$ cat src/rtl/thread_scheduler.sv
// thread_scheduler: hands a frame of job IDs to a thread array.
// Each free thread gets the next job, picked round-robin from the last grant.
// frame_done pulses once all jobs are issued and every thread has reported done.
module thread_scheduler #(
  parameter int unsigned N_THREADS = 16,
  parameter int unsigned JOB_W     = 20,
  parameter int unsigned TID_W     = $clog2(N_THREADS)
) (
  input  logic                 clk,
  input  logic                 rst,
  input  logic                 start,
  input  logic [JOB_W-1:0]     job_count,
  output logic [N_THREADS-1:0] thread_start,
  output logic [JOB_W-1:0]     thread_job,
  input  logic [N_THREADS-1:0] thread_done,
  output logic [N_THREADS-1:0] active_mask,
  output logic [JOB_W-1:0]     jobs_issued,
  output logic                 busy,
  output logic                 frame_done
);

  localparam logic [1:0] S_IDLE     = 2'd0;
  localparam logic [1:0] S_DISPATCH = 2'd1;
  localparam logic [1:0] S_DRAIN    = 2'd2;
  localparam logic [1:0] S_DONE     = 2'd3;

  logic [1:0]           state, state_n;
  logic [JOB_W-1:0]     job_total, job_total_n;
  logic [JOB_W-1:0]     jobs_issued_n;
  logic [TID_W-1:0]     ptr, ptr_n;
  logic [N_THREADS-1:0] mask_n;
  logic [N_THREADS-1:0] thread_start_n;
  logic [JOB_W-1:0]     thread_job_n;
  logic                 busy_n;
  logic                 frame_done_n;

  logic                 grant_vld;
  logic [TID_W-1:0]     grant_idx;
  int unsigned          cand;

  // Round-robin search: first idle thread at or after ptr, wrapping.
  always_comb begin
    grant_vld = 1'b0;
    grant_idx = '0;
    cand      = 0;
    for (int unsigned i = 0; i < N_THREADS; i++) begin
      cand = 32'(ptr) + i;
      if (cand >= N_THREADS) cand = cand - N_THREADS;
      if (!grant_vld && !active_mask[TID_W'(cand)]) begin
        grant_vld = 1'b1;
        grant_idx = TID_W'(cand);
      end
    end
  end

  // Next-state and next-output logic.
  always_comb begin
    state_n        = state;
    job_total_n    = job_total;
    jobs_issued_n  = jobs_issued;
    ptr_n          = ptr;
    mask_n         = active_mask & ~thread_done;
    thread_start_n = '0;
    thread_job_n   = thread_job;
    frame_done_n   = 1'b0;

    case (state)
      S_IDLE: begin
        // busy is still high during the frame_done pulse; start waits it out
        if (start && !busy) begin
          job_total_n   = job_count;
          jobs_issued_n = '0;
          ptr_n         = '0;
          state_n       = (job_count == '0) ? S_DONE : S_DISPATCH;
        end
      end
      S_DISPATCH: begin
        if (jobs_issued == job_total) begin
          state_n = S_DRAIN;
        end else if (grant_vld) begin
          thread_start_n    = N_THREADS'(1) << grant_idx;
          thread_job_n      = jobs_issued;
          mask_n[grant_idx] = 1'b1;
          jobs_issued_n     = jobs_issued + JOB_W'(1);
          ptr_n = (grant_idx == TID_W'(N_THREADS - 1)) ? '0 : grant_idx + TID_W'(1);
          if (jobs_issued_n == job_total) state_n = S_DRAIN;
        end
      end
      S_DRAIN: begin
        if (active_mask == '0) state_n = S_DONE;
      end
      S_DONE: begin
        frame_done_n = 1'b1;
        state_n      = S_IDLE;
      end
      default: state_n = S_IDLE;
    endcase

    // busy covers the frame_done cycle so it drops the cycle after
    busy_n = (state_n != S_IDLE) || (state == S_DONE);
  end

  // State and output registers with synchronous reset.
  always_ff @(posedge clk) begin
    if (rst) begin
      state        <= S_IDLE;
      job_total    <= '0;
      jobs_issued  <= '0;
      ptr          <= '0;
      active_mask  <= '0;
      thread_start <= '0;
      thread_job   <= '0;
      busy         <= 1'b0;
      frame_done   <= 1'b0;
    end else begin
      state        <= state_n;
      job_total    <= job_total_n;
      jobs_issued  <= jobs_issued_n;
      ptr          <= ptr_n;
      active_mask  <= mask_n;
      thread_start <= thread_start_n;
      thread_job   <= thread_job_n;
      busy         <= busy_n;
      frame_done   <= frame_done_n;
    end
  end

endmodule

$ cat config.mk
export PLATFORM = sky130hd
export DESIGN_NAME = thread_scheduler
export DESIGN_NICKNAME = d
export VERILOG_FILES = /design/src/rtl/thread_scheduler.sv
export SDC_FILE = /design/constraint.sdc
export NUM_CORES = 1
export LEC_CHECK = 0
export ABC_AREA = 1
export BUFFER_PORTS_ARGS = -buffer_cell sky130_fd_sc_hd__buf_4
export CORE_ASPECT_RATIO = 1.4
export CORE_UTILIZATION = 35
export DETAILED_ROUTE_END_ITERATION = 12
export GPL_TIMING_DRIVEN = 0
export SLEW_MARGIN = 20
export SYNTH_ARGS = -nofsm -noshare
export SYNTH_HDL_FRONTEND = slang
export SYNTH_SLANG_ARGS = --single-unit
$ cat constraint.sdc
create_clock -name clk -period 6.9 [get_ports clk]
set_input_delay 0.345 -clock clk [delete_from_list [all_inputs] [get_ports clk]]
set_output_delay 0.345 -clock clk [all_outputs]
set_load 0.01 [all_outputs]
==> metrics.md, run 1 <==
| Metric | Value |
|---|---|
| Post-synthesis sequential area ratio | 0.314 |
| Final min period | 4620 ps |
| Combinational fraction of design power | 0.295 |
| CP Launch Type | flip-flop |
| Vias in the first global route | approximately 6500 |
| Starting Density | 0.356 |
| Num Clock Sinks | 100 |
| Worst VDD drop | roughly 0.10 mV |
| H-tree depth | 3 |
| WP data required | 7180 ps |
| Register share of total power | 0.387 |
| Synth Instances | 965 |
| Initial antenna violation count | 0 |
| First-pass GRT wire length | between 30 and 40 mm |
| Class of the tightest hold or removal check | in -> reg |
| Status | finished, final reports clean |
| GRT Util Overall | 0.235 |
| Vias/cell | ~5.0 |
| Synth Area in Compound Gates | 0.104 |
| Drt first pass iters | 5 |
| CTS buffer count | 9 |
| Slew headroom | 0.383 |
| Synth-to-layout area growth | 22.5% |
| Internal Dissipation | ~1000 µW |
| Crit path DAT | 4900 ps |
| Top cells by area, synth | dfxtp_1 31%, nand2_1 12%, nand3_1 9.9% |
| Num ports | about 110 |
| CP cell instances | inv_2, buf_2, ha_1, inv_2, buf_2, nand3_1, nand3_1, nand2_1, o21ai_0, nor3_1, nand2_1, nand2_1, nor2_1, nand2_1, nand2_1, nand2_1, inv_1, ha_1, inv_1, nor2_1, nand2_1, a21oi_1 |
| Sw Ratio | 0.369 |
| Clock slew at reported path FFs | 80 ps |
| Worst-Skew Late Latency | ~350 ps |
| Die ar. | approximately 19000 µm² |
| Yosys reg bits | 100 |
| Final setup vio count | 0 |
| Grt ovf | 0 |
| DP HPWL | 17.6 mm |
| Non-Filler Instances | between 1000 and 1500 |
| Die H | approximately 160 µm |
| Clock group share of total power | 0.317 |
| Clk root buf | clkbuf_16 |
| Tightest Pin Transition | 916 ps |
| Post-Synth Simple-Gate Area | 0.394 |
| Proportion of synthesized area in mux cells | 0 |
| Synth area leader | dfxtp_1 |
| Pwr Density | roughly 210 nW/µm² |
| Largest net degree at the start of global routing | 20 |
| DR DRC count | 0 |
| CP Class | reg -> reg |
| Nets@finish | around 1100 |
| Via count | around 6600 |
| Worst path max stage delay | just over 700 ps |
| Sw Pwr | around 610 µW |
| Peak Freq | approximately 220 MHz |
| Row count | just under 60 |
| Number of max-cap violations | 0 |
| Post-Synth XOR/XNOR Area | 0.0698 |
| WL per Instance | around 16 µm |
| Worst path top cell family by delay | simple AND/OR/NAND/NOR gates |
| Worst path slowest cell | o21ai_0 |
| Chip width | between 100 and 150 µm |
| GP Congestion | around 0.9 |
| Final hold violations | 0 |
| Setup TNS | 0 ps |
| DRT iter0 DRCs | between 300 and 400 |
| Hold WS | ~230 ps |
| Critical Path Most Common Cell | nand2_1 |
| RSZ-0062 raised after global routing | false |
| Area taken by multi-input logic gates | between 3000 and 4000 µm² |
| Syn Area/Cell | ~6.6 µm² |
| Final period util | 0.669 |
| Largest family of logic cells by synthesized area | simple AND/OR/NAND/NOR gates |
| Inst Count DP | 1316 |
| Overall power | 1640 µW |
| CTS tree | done |
| Routed WL | roughly 21 mm |
| Post-route design area | approximately 7800 µm² |
| Count of input and output buffers | between 100 and 150 |
| Peak fanout along the critical path | 13 |
| Largest buffer count on any clock path | 2 |
| Final ANT Viol Nets | 0 |
| FILL cells | 1971 |
| Hold-fix buffers, CTS | 0 |
| Mapped Area | between 6000 and 7000 µm² |
| Ant diodes | 0 |
| Post-synth cell types | 46 |
| Dpl cell area | between 7000 and 8000 µm² |
| Post-CTS setup buffer count | 0 |
| Worst path bufs/invs | 6 |
| Adder-Cell Fraction of Synth Area | 0.0274 |
| Leak | 0.00360 µW |
| Syn Nets | just over 1000 |
| Crit path capture type | flip-flop |
| Fin. max-slew vios | 0 |
| Area share of the largest cell type after synthesis | 0.314 |
| Core box area | between 15000 and 20000 µm² |
| Register area | between 2000 and 2500 µm² |
| Fraction of layout cells with a size suffix above 1 | 0.184 |
| Worst Clk Skew | roughly 14 ps |
| Synth Warn # | 0 |
| CTS resizes | 0 |
## final cells by class
class | instances | share of cell area
multi-input cells | 728 | 0.486
flip-flops and latches | 100 | 0.256
plain buffers | 34 | 0.0238
well taps | 240 | 0.0384
clock inverters | 6 | 0.00816
repair buffers | 111 | 0.107
inverters | 103 | 0.0501
clock buffers | 10 | 0.0306
## worst register-to-register path: stages, from the launching register on
cell and delay (ps):
dfxtp_1 530, inv_2 110, buf_2 240, ha_1 380, inv_2 100, buf_2 300
nand3_1 150, nand3_1 140, nand2_1 70, o21ai_0 720, nor3_1 180, nand2_1 150
nand2_1 80, nor2_1 140, nand2_1 70, nand2_1 50, nand2_1 130, inv_1 140
ha_1 190, inv_1 90, nor2_1 320, nand2_1 120, a21oi_1 140
## sequential cells by signal (all words and copies together) (netlist names)
signal	cells
thread_job	20
jobs_issued	20
busy	1
ptr	4
active_mask	16
job_total	20
frame_done	1
thread_start	16
state	2
## metal layers
metal  up-vias  GRT usage  routed length [µm]
li1       3374          -                   -
met4         0     0.0775                 621
met2       169      0.452               11600
met5         -          0                   0
met1      3055      0.261                8470
met3        38     0.0276                 772
## synth_stat cells (all sizes together)
cell and n:
o2111ai 2, nand3b 6, and3 2, nand2 214, nand3 132, xor2 31, nand4 13, buf 21
o21ai 50, a41oi 1, o221ai 1, a2111oi 1, ha 14, clkinv 1, nor3 16, dfxtp 100
a31oi 3, or2 6, a221oi 1, nor2 146, a21o 1, a21oi 64, o22ai 1, inv 102
xnor2 16, clkbuf 13, nor4 7
## worst paths after layout
check | depth (start not counted) | slack, ps | start | endpoint
worst min register to register | 2 | 470 | state[1]$_SDFF_PP0_ | frame_done$_SDFF_PP0_
worst max-delay path | 22 | 2280 | ptr[1]$_SDFFE_PP0P_ | active_mask[10]$_SDFF_PP0_
worst min-delay path | 4 | 230 | thread_done[8] | active_mask[8]$_SDFF_PP0_
worst max register to register | 22 | 2280 | ptr[1]$_SDFFE_PP0P_ | active_mask[10]$_SDFF_PP0_
## cell families (layout without fill, tap and decap cells)
kind of cell | Yosys count | in the layout
xor+xnor | 47 | 47
simple gates | 542 | 542
flops | 100 | 100
fa+ha+maj | 14 | 14
buf+inv | 137 | 264
compound gates | 125 | 125
## power by group through the flow
stage / clock network (µW) / logic, µW / registers, µW
after floorplan: 0 / 318 / 652
after global placement: 0 / 482 / 650
after detailed placement: 0 / 484 / 650
after CTS: 528 / 486 / 636
after global routing: 550 / 538 / 640
final: 521 / 485 / 636
## per-stage QoR
step	utilization	worst slack [ps]
after floorplan	-	3220
after global placement	0.419	2350
after detailed placement	0.419	2340
after CTS	0.436	2300
after global routing	0.436	1920
final	0.436	2280
## layout by cell type (no fill, tap or decap), types with 5 or more instances in the layout
cell type    n
xnor2_1     15
nor4_1       7
xor2_1      29
inv_2       12
nor3_2       6
inv_1       89
clkbuf_16    9
o21ai_0     37
a21oi_1     64
nand3b_1     6
nand4_1     10
nor2_1     133
buf_4      115
nor3_1      10
nand3_1    126
dfxtp_1    100
nor2_4       6
clkbuf_1    13
nor2_2       6
buf_2       11
ha_1        14
nand2_1    210
o21ai_1     12
or2_2        5
Power figures use the tool's default switching activity.
==> run 2, diff against run 1 <==
ABC_AREA = 0   (was 1)
clock period = 4.4 ns   (was 6.9 ns; I/O delays follow)
==> run 2 against run 1 <==
Effect of this change: clock skew fell by 3.3 ps; synthesized cell count is 12% lower; count of clock-buffer cells in the layout is 1 lower; total power grew 77%; synthesized area grew 14%; die area grew 13%.
==> metrics.md, run 2 <==
| Metric | Value |
|---|---|
| Status | finished, final reports clean |
| FILL cells | 2080 (+5.5%) |
| Initial antenna violation count | 0 (unchanged) |
| Drt first pass iters | 6 (+1) |
| Hold-fix buffers, CTS | 0 (unchanged) |
| Combinational fraction of design power | 0.374 (+0.079) |
| Syn Nets | 905 (-11%) |
| Final min period | 4260 ps (-357 ps) |
| Final ANT Viol Nets | 0 (unchanged) |
| Worst VDD drop | 0.224 mV (+120%) |
| Register area | 2010 µm² (+0.25%) |
| Number of max-cap violations | 0 (unchanged) |
| Area taken by multi-input logic gates | 5150 µm² (+35%) |
| Worst path slowest cell | mux4_2 |
| Synth Flop Type | dfxtp_1 |
| H-tree depth | 3 (unchanged) |
| Routed WL | 26.3 mm (+22%) |
| Vias/cell | 5.79 (+16%) |
| Synth cell count leaders | 114 x nand2_1, 100 x dfxtp_1, 86 x a21oi_1 |
| Internal Dissipation | 1800 µW (+73%) |
| WL met1 | 9.64 mm (+14%) |
| Worst path max stage delay | 550 ps (-170 ps) |
| GRT Util Overall | 0.247 (+0.0116) |
| WL per Instance | 20.7 µm (+28%) |
| Largest net degree at the start of global routing | 21 (+5.0%) |
| Register share of total power | 0.350 (-0.037) |
| Die H | 172 µm (+6.5%) |
| Worst r2r dst | ptr[1]$_SDFFE_PP0P_ |
| Sw Ratio | 0.382 (+0.0136) |
| Synth Instances | 852 (-12%) |
| Slew headroom | 0.258 (-0.124) |
| CP Class | reg -> reg |
| Post-synth EDFFs | 0 (unchanged) |
| Peak fanout along the critical path | 10 (-3) |
| First-pass GRT wire length | 39.0 mm (+16%) |
| Area share of the largest cell type after synthesis | 0.276 (-0.0378) |
| FF-to-FF path depth | 18 (-18%) |
| Grt ovf | 0 (unchanged) |
| Worst-Skew Late Latency | 360 ps (about the same) |
| Commonest non-fill, non-tap cell in the layout | buf_4 |
| Clock group share of total power | 0.276 (-0.041) |
| Class of the tightest hold or removal check | in -> reg |
| Yosys reg bits | 100 (unchanged) |
| DRT iter0 DRCs | 555 (+71%) |
| Synth Warn # | 0 (unchanged) |
| WHS Path Cells | 2 (-2) |
| Min-Delay Endpoint | state[0]$_SDFF_PP0_ |
| CP cell instances | buf_12, clkinvlp_4, ha_4, buf_6, buf_12, mux2_4, mux2_2, mux4_2, nand2_4, a221oi_2, o31ai_1, a32oi_2, o22ai_4, buf_4, ha_2, nor3_1, a21oi_1, nor2_1 |
| Vias in the first global route | 6802 (+5.4%) |
| Fin. max-slew vios | 0 (unchanged) |
| Post-synthesis sequential area ratio | 0.276 (-0.0378) |
| Final setup vio count | 0 (unchanged) |
| Synth async-reset ratio | 0 (unchanged) |
| Num ports | 113 (unchanged) |
| Clock slew at reported path FFs | 80 ps (about the same) |
| Nets@finish | 1061 (-6.9%) |
| Worst Clk Skew | 10.4 ps (-3.33 ps) |
| Hold WS | 75.5 ps (-158 ps) |
| Ant diodes | 0 (unchanged) |
| Via count | 7348 (+11%) |
| CTS buffer count | 9 (unchanged) |
| Mapped Area | 7260 µm² (+14%) |
| DP HPWL | 20.1 mm (+14%) |
| CTS tree | done |
| DR DRC count | 0 (unchanged) |
| RR Startpoint | ptr[1]$_SDFFE_PP0P_ |
| Count of input and output buffers | 112 (+0.90%) |
| Critical Path Most Common Cell | buf_12 |
| Hold_sp | rst |
| Leak | 0.00351 µW (-2.5%) |
| Starting Density | 0.356 (-0.000386) |
| GP Congestion | 0.990 (+6.8%) |
| Crit path capture type | flip-flop |
| Synth-to-layout area growth | 28.2% |
| CP Launch Type | flip-flop |
| Tightest Pin Transition | 1100 ps (+181 ps) |
| Synth area leader | dfxtp_1 |
| Final period util | 0.968 (+0.299) |
| Largest registers | job_total (20), jobs_issued (20), thread_job (20) |
| Crit path DAT | 4530 ps (-370 ps) |
| Overall power | 2910 µW (+77%) |
| Num Clock Sinks | 100 (unchanged) |
| Chip width | 124 µm (+6.5%) |
| Clk root buf | clkbuf_16 |
| Largest buffer count on any clock path | 2 (unchanged) |
| Reg2reg setup slack | 140 ps (-2140 ps) |
| Row count | 62 (+6.9%) |
| Metal3 WL | 1.24 mm (+60%) |
| Peak Freq | 235 MHz (+8.4%) |
| Fraction of layout cells with a size suffix above 1 | 0.289 (+0.105) |
| Most common cell in the netlist | nand2_1 |
| Pwr Density | 313 nW/µm² (+49%) |
| Commonest cells after routing, fill and taps aside | 148 x buf_4, 113 x nand2_1, 98 x dfxtp_1, 85 x a21oi_1, 47 x nor2_1 |
| Final hold violations | 0 (unchanged) |
| Syn Area/Cell | 8.52 µm² (+29%) |
| Setup TNS | 0 ps (unchanged) |
| Core box area | 20400 µm² (+14%) |
| Met2 Wirelength | 13.7 mm (+18%) |
| WP data required | 4670 ps (-2510 ps) |
| Top cells by area, synth | dfxtp_1 28%, mux4_2 7.4%, a21oi_1 5.9% |
| Sw Pwr | 1110 µW (+84%) |
| Die ar. | 21300 µm² (+13%) |
| Top Metal Used | met4 |
| Post-synth cell types | 87 (+89%) |
## run 2: cell types whose count changed after synthesis, moves of 22 or more
cell / change
nand2_1: -96
nor2_1: -86
mux2i_1: +30
inv_1: -72
a21oi_1: +22
mux4_2: +24
and2_1: +26
nand3_1: -113
## run 2: worst max-delay path by stage
| stage | startpoint | end | slack [ps] | depth (start not counted) |
|---|---|---|---|---|
| after detailed placement | ptr[1]$_SDFFE_PP0P_ | ptr[2]$_SDFFE_PP0P_ | -960 | 18 |
| final | ptr[1]$_SDFFE_PP0P_ | ptr[1]$_SDFFE_PP0P_ | 140 | 18 |
| after global placement | ptr[1]$_SDFFE_PP0P_ | ptr[2]$_SDFFE_PP0P_ | -920 | 18 |
| after floorplan | ptr[1]$_SDFFE_PP0P_ | ptr[2]$_SDFFE_PP0P_ | 130 | 19 |
| after global routing | ptr[2]$_SDFFE_PP0P_ | ptr[2]$_SDFFE_PP0P_ | -20 | 15 |
| after CTS | ptr[2]$_SDFFE_PP0P_ | ptr[2]$_SDFFE_PP0P_ | 7 | 15 |
## run 2: cell type report
cell class                 instances  share of cell area
clock inverter                     7             0.00820
inverter                          22              0.0106
multi-input combinational        679               0.554
tap                              256              0.0344
clock buffer                       9              0.0242
sequential                       100               0.216
timing repair buffer             147               0.121
buffer                            49              0.0321
## run 2: kinds of logic after synthesis
group,Yosys count,share of synthesized area
adder cells (fa/ha/maj),14,0.0241
flip-flops,100,0.276
XOR/XNOR,46,0.0638
buffers and inverters,73,0.0493
multiplexers,77,0.163
AND/OR/NAND/NOR,339,0.245
AO/OA/AOI/OAI,203,0.179
## run 2: routing by layer
metal  global-route usage  vias up
met5                    0        -
met2                0.447      288
met4                0.156        0
li1                     -     3439
met1                0.269     3533
met3               0.0297       88
## run 2: critical path: cells and delay by family, from the launching register on
| kind | cells | cell delay [ps] |
|---|---|---|
| muxes | 3 | 1190 |
| AOI/OAI and AO/OA | 5 | 910 |
| adders and majority gates | 2 | 550 |
| and+or+nand+nor | 3 | 460 |
| buffers and inverters | 5 | 680 |
| DFF | 1 | 400 |
## run 2: stage by stage
stage | setup slack (ps) | cells | area (µm²) | util
after floorplan | 134 | 852 | 7260 | -
after global placement | -924 | 1220 | 8420 | 0.413
after detailed placement | -957 | 1220 | 8420 | 0.413
after CTS | 6.54 | 1251 | 8980 | 0.440
after global routing | -20.2 | 1269 | 9310 | 0.456
final | 141 | 1269 | 9310 | 0.456
## run 2: power by group through the flow
stage / sequential, µW / clock [µW] / combinational (µW)
after detailed placement: 1040 / 0 / 965
after global routing: 1030 / 854 / 1180
after floorplan: 1030 / 0 / 661
final: 1020 / 804 / 1090
after global placement: 1040 / 0 / 962
after CTS: 1020 / 820 / 1000
## run 2: what timing repair did
item / CTS / global route
cloned: 0 / 1
setup buffers: 16 / 18
pin swaps: 6 / 14
setup endpoints to repair: 78 / 76
resized for setup: 32 / 45
